File: src/rtl/core_pkg.sv
// Types and constants shared by the fetch stage and its queue.
package core_pkg;

  localparam logic [31:0] INSTRUCTION_BYTES = 32'd4;

  typedef struct packed {
    logic [31:0] Pc;
    logic [31:0] Instruction;
  } fetch_entry_t;

endpackage

File: src/rtl/fetch_queue.sv
// Power-of-two FIFO of fetched instructions with synchronous flush.
module fetch_queue
  import core_pkg::*;
#(
  parameter int DEPTH = 4
) (
  input  logic                   Clock,
  input  logic                   Reset,
  input  logic                   push_i,
  input  logic                   pop_i,
  input  logic                   flush_i,
  input  fetch_entry_t           entry_i,
  output fetch_entry_t           head_o,
  output logic [$clog2(DEPTH):0] count_o
);

  localparam int PW = $clog2(DEPTH);
  localparam int CW = PW + 1;

  fetch_entry_t   mem_q [DEPTH];
  logic [PW-1:0]  wr_q, rd_q;
  logic [CW-1:0]  count_q;
  logic           do_push, do_pop;

  assign do_push = push_i && (count_q != CW'(DEPTH));
  assign do_pop  = pop_i && (count_q != '0);

  always_ff @(posedge Clock) begin
    if (!Reset || flush_i) begin
      wr_q    <= '0;
      rd_q    <= '0;
      count_q <= '0;
    end else begin
      if (do_push) wr_q <= wr_q + 1'b1;
      if (do_pop)  rd_q <= rd_q + 1'b1;
      count_q <= count_q + CW'(do_push) - CW'(do_pop);
    end
  end

  // Storage is not reset; only the pointers define what is valid.
  always_ff @(posedge Clock) begin
    if (do_push && !flush_i) mem_q[wr_q] <= entry_i;
  end

  assign head_o  = mem_q[rd_q];
  assign count_o = count_q;

endmodule

File: src/rtl/instruction_fetch.sv
// Fetch stage: owns the PC, speculatively issues one lookup per cycle, rewinds
// on a cache miss and queues hits for decode.
module instruction_fetch
  import core_pkg::*;
#(
  parameter logic [31:0] RESET_VECTOR = 32'h0000_0000,
  parameter int          QUEUE_DEPTH  = 4
) (
  input  logic        Clock,
  input  logic        Reset,
  output logic [31:0] InstructionAddress,
  input  logic [31:0] Instruction,
  input  logic        InstructionReady,
  input  logic        RedirectValid,
  input  logic [31:0] RedirectPc,
  output logic        DecodeValid,
  output logic [31:0] DecodeInstruction,
  output logic [31:0] DecodePc,
  input  logic        DecodeReady
);

  localparam int CW = $clog2(QUEUE_DEPTH) + 1;

  logic [31:0]  Pc_q, Pc_d;
  logic [31:0]  PendingPc_q, PendingPc_d;
  logic         PendingValid_q, PendingValid_d;
  logic         push, pop, flush, issue;
  logic [CW-1:0] count;
  logic [CW:0]  occupancy;
  fetch_entry_t push_entry, head;

  // Conservative: an in-flight lookup reserves a slot, a same-cycle pop is ignored.
  assign occupancy = {1'b0, count} + {{CW{1'b0}}, PendingValid_q};
  assign issue     = occupancy < (CW+1)'(QUEUE_DEPTH);

  always_comb begin
    Pc_d           = Pc_q;
    PendingPc_d    = PendingPc_q;
    PendingValid_d = 1'b0;
    push           = 1'b0;
    flush          = 1'b0;
    if (RedirectValid) begin
      Pc_d  = RedirectPc & ~32'h3;
      flush = 1'b1;
    end else if (PendingValid_q && !InstructionReady) begin
      // Miss: replay the pending address, squashing this cycle's lookup.
      Pc_d = PendingPc_q;
    end else begin
      push = PendingValid_q;
      if (issue) begin
        PendingValid_d = 1'b1;
        PendingPc_d    = Pc_q;
        Pc_d           = Pc_q + INSTRUCTION_BYTES;
      end
    end
  end

  always_ff @(posedge Clock) begin
    if (!Reset) begin
      Pc_q           <= RESET_VECTOR;
      PendingValid_q <= 1'b0;
      PendingPc_q    <= RESET_VECTOR;
    end else begin
      Pc_q           <= Pc_d;
      PendingValid_q <= PendingValid_d;
      PendingPc_q    <= PendingPc_d;
    end
  end

  assign push_entry = '{Pc: PendingPc_q, Instruction: Instruction};
  assign pop        = DecodeValid && DecodeReady;

  fetch_queue #(.DEPTH(QUEUE_DEPTH)) u_queue (
    .Clock   (Clock),
    .Reset   (Reset),
    .push_i  (push),
    .pop_i   (pop),
    .flush_i (flush),
    .entry_i (push_entry),
    .head_o  (head),
    .count_o (count)
  );

  assign InstructionAddress = Pc_q;
  assign DecodeValid        = (count != '0);
  assign DecodeInstruction  = head.Instruction;
  assign DecodePc           = head.Pc;

endmodule

File: config.mk
export PLATFORM = sky130hd
export DESIGN_NAME = instruction_fetch
export DESIGN_NICKNAME = d
export VERILOG_FILES = /design/src/rtl/core_pkg.sv /design/src/rtl/fetch_queue.sv /design/src/rtl/instruction_fetch.sv
export SDC_FILE = /design/constraint.sdc
export NUM_CORES = 1
export LEC_CHECK = 0
export ABC_CLOCK_PERIOD_IN_PS = 4300
export BUFFER_PORTS_ARGS = -buffer_cell sky130_fd_sc_hd__buf_2
export CORE_MARGIN = 2
export CORE_UTILIZATION = 40
export CTS_CLUSTER_SIZE = 30
export DETAILED_ROUTE_END_ITERATION = 10
export GPL_TIMING_DRIVEN = 0
export PLACE_DENSITY = 0.65
export SKIP_LAST_GASP = 1
export SLEW_MARGIN = 40
export SYNTH_ARGS = -nofsm -noshare
export SYNTH_HDL_FRONTEND = slang
export SYNTH_SLANG_ARGS = --single-unit
File: constraint.sdc
create_clock -name Clock -period 4.3 [get_ports Clock]
set_clock_uncertainty 0.05 [all_clocks]
set_input_delay 0.43 -clock Clock [delete_from_list [all_inputs] [get_ports Clock]]
set_output_delay 0.43 -clock Clock [all_outputs]
set_load 0.01 [all_outputs]
==> run_results.csv <==
group,metric,value,unit
synthesis,ys_seq_area_share,69.55,%
floorplanning,start_util,40.52,%
finish,layout_commonest_cell,"edfxtp_1",
drt,ant_nets,0,
synthesis,synth_seq_cells,330,
sta,period_share,72.51,%
synthesis,syn_inst,852,
synthesis,synthSimpleGateAreaFrac,8.020,%
power,irDropWorstVdd,0.0002379,V
drt,routed_via_density,5.384,
grt,overflow,0,
grt,grt_pass1_wl,47.90,mm
synthesis,synth-main-ff-cell,"edfxtp_1",
sta,worst-slew-pin-transition,0.8467,ns
clock_tree,cts.path.max_buffers,3,
floorplanning,pin_count,166,
worst_setup_path,critical_path_class,"flip-flop to primary output",
worst_setup_path,crit_top_cell,"clkbuf_1",
synthesis,synth_edf_count,256,
clock_tree,post_cts_resized,0,
floorplanning,dieArea,34430,µm²
clock_tree,htreeDepth,2,
sta,period_needed,3.118,ns
synthesis,synth_top_family_by_area,"multiplexers",
clock_tree,clkLatencyLatePin,0.51,ns
clock_tree,cts_tree,"built",
sta,setup_ws,1.182,ns
worst_hold_path,min_from,"Instruction[27]",
worst_setup_path,critPathMaxStageDelay,0.63,ns
synthesis,synth.distinct_cells,62,
finish,synthToLayoutAreaGrowth,20.05,%
sta,max_freq,320.7,MHz
drt,num_vias,8221,
worst_setup_path,critPathLaunchType,"flip-flop",
worst_setup_path,r2r_slack,1.76,ns
grt,grt_max_degree,33,
place,post-dp-hpwl,22.08,mm
synthesis,synth_warnings,0,
clock_tree,cts_sinks,330,
worst_setup_path,crit_chain,"clkbuf_1 -> clkbuf_1 -> mux4_2 -> buf_2",
worst_setup_path,r2r_end,"PendingPc_q[31]",
sta,rsz0062_at_grt,"false",
sta,finalHoldViolations,0,
synthesis,async_flop_share,0,%
synthesis,synth_xor_area_share,0.8637,%
finish,nNetsFinal,1138,
finish,fill_cells,2883,
grt,grt_pass1_vias,8103,
synthesis,synth_nets,930,
synthesis,syn-mean-instance-area,15.47,µm²
grt,antenna_found_initial,0,
run,maxCapViolations,0,
worst_hold_path,holdPathStages,1,
worst_setup_path,end_kind,"primary output",
place,gp_congestion,0.9412,
drt,dr.pass1.iters,7,
clock_tree,cts-root-buf,"clkbuf_16",
drt,wirelength,32.34,mm
place,place_inst,1464,
place,pre_cts_ws,1.165,ns
worst_hold_path,hold_path.class,"input port to flip-flop",
sta,finalSetupViolCount,0,
worst_setup_path,cp.required,3.82,ns
worst_setup_path,r2r_cells,7,
worst_hold_path,hold_end,"u_queue.mem_q[0][27]",
finish,drive_above_1_share,29.68,%
finish,fin_cells,1527,
power,p_leak,5.366,nW
status,status,"complete, no violations",
clock_tree,clk_pin_slew,0.06,ns
synthesis,synth_compound_area_share,7.289,%
drt,wl_per_cell,21.18,µm
finish,final_cell_mix,"edfxtp_1 (256), buf_2 (175), nand2_1 (109)",
finish,antennaDiodeCount,0,
sta,slew_violations,0,
place,io_buffers,162,
drt,drc,0,
sta,relSlewSlack,43.56,%
synthesis,syn_area,13180,µm²
synthesis,synth.area.mux_share,11.16,%
floorplanning,die_x,185.5,µm
floorplanning,coreArea,32540,µm²
floorplanning,num_rows,66,
worst_setup_path,r2r_start,"PendingValid_q",
drt,first_iter_violations,728,
clock_tree,ctsHoldBuffers,0,
finish,multi_input_area,3734,µm²
floorplanning,fp.dieH,185.5,µm
clock_tree,numCtsBuffers,36,
worst_setup_path,cp_data_arrival_time,2.64,ns
grt,track_usage,18.68,%
synthesis,synthAdderAreaFrac,0.9112,%
worst_setup_path,cpMaxStageDelayCell,"clkbuf_1",
finish,register_area,9169,µm²
clock_tree,cts_setup_buffers,0,
worst_setup_path,worstPathMaxFanout,10,
power,p_per_area,426.9,nW/µm²
metrics by stage:
| stage | hold WS [ns] | cell area (µm²) | power [mW] | setup TNS (ns) | utilization (%) |
|---|---|---|---|---|---|
| 6_report | 0.09118 | 15830 | 6.756 | 0 | 48.64 |
| 5_1_grt | 0.07187 | 15830 | 6.990 | 0 | 48.64 |
| 4_1_cts | 0.06348 | 15830 | 6.820 | 0 | 48.64 |
| 3_5_place_dp | 0.4193 | 14730 | 3.923 | 0 | 45.26 |
| 3_3_place_gp | 0.4127 | 14550 | 3.911 | -202.82 | 44.71 |
| 2_1_floorplan | 0.4214 | 13180 | 3.754 | 0 | - |
critical path, delay by kind of cell (launching register included):
kind	cells	cell delay, ns
muxes	1	0.42
DFF	1	0.30
buffers and inverters	3	1.40
power by group:
| group | switching (mW) | leakage, nW | internal (mW) |
|---|---|---|---|
| registers | 0.0590 | 2.90 | 3.47 |
| clock network | 1.20 | 0.533 | 1.70 |
| logic | 0.201 | 1.93 | 0.126 |
| total | 1.46 | 5.37 | 5.30 |
synthesized netlist by cell type, drive strengths merged, types with 11 or more instances:
| cell | count | share of area [%] |
|---|---|---|
| a211oi | 11 | 0.66 |
| a21oi | 65 | 2.5 |
| and3 | 14 | 0.66 |
| buf | 20 | 0.95 |
| clkbuf | 35 | 1.0 |
| dfxtp | 74 | 11 |
| edfxtp | 256 | 58 |
| mux4 | 64 | 11 |
| nand2 | 111 | 3.2 |
| nand3 | 15 | 0.57 |
| nor2 | 23 | 0.67 |
| nor3 | 14 | 0.53 |
| o21ai | 29 | 1.1 |
how the worst max path moves through the flow:
stage / endpoint / slack, ns / start
final: DecodeInstruction[30] / 1.18 / flip-flop
after global routing: DecodeInstruction[30] / 1.06 / flip-flop
after floorplan: u_queue.mem_q[0][0] / 1.04 / RedirectValid
after global placement: u_queue.mem_q[1][39] / -0.87 / RedirectValid
after detailed placement: u_queue.mem_q[2][23] / 1.16 / RedirectValid
after CTS: DecodeInstruction[30] / 1.14 / flip-flop
cell families after synthesis:
logic type               after synthesis
AO/OA/AOI/OAI                        150
adder cells (fa/ha/maj)                9
flip-flops                           330
AND/OR/NAND/NOR                      219
multiplexers                          67
XOR/XNOR                              13
buffers and inverters                 64
sequential cells by signal, summed over array words and instances, names as in the netlist, named ones only:
register / cells
u_queue.mem_q: 256
PendingPc_q: 32
InstructionAddress: 30
u_queue.count_o: 3
u_queue.rd_q: 2
u_queue.wr_q: 2
PendingValid_q: 1
layer usage:
metal  up-vias  GRT usage (%)  wire [µm]
met5         -              0          0
met4         0          6.992       1042
met3        56          4.187       2603
met2       350          30.03      15210
met1      4062          24.90      13490
li1       3753              -          -
cell type report:
type,instances,share of cell area [%]
sequential,330,57.93
multi-input combinational,458,23.59
timing repair buffer,170,6.182
clock buffer,46,6.064
tap,442,3.494
buffer,55,1.629
clock inverter,17,0.8934
inverter,9,0.2135
Power figures use the tool's default switching activity.
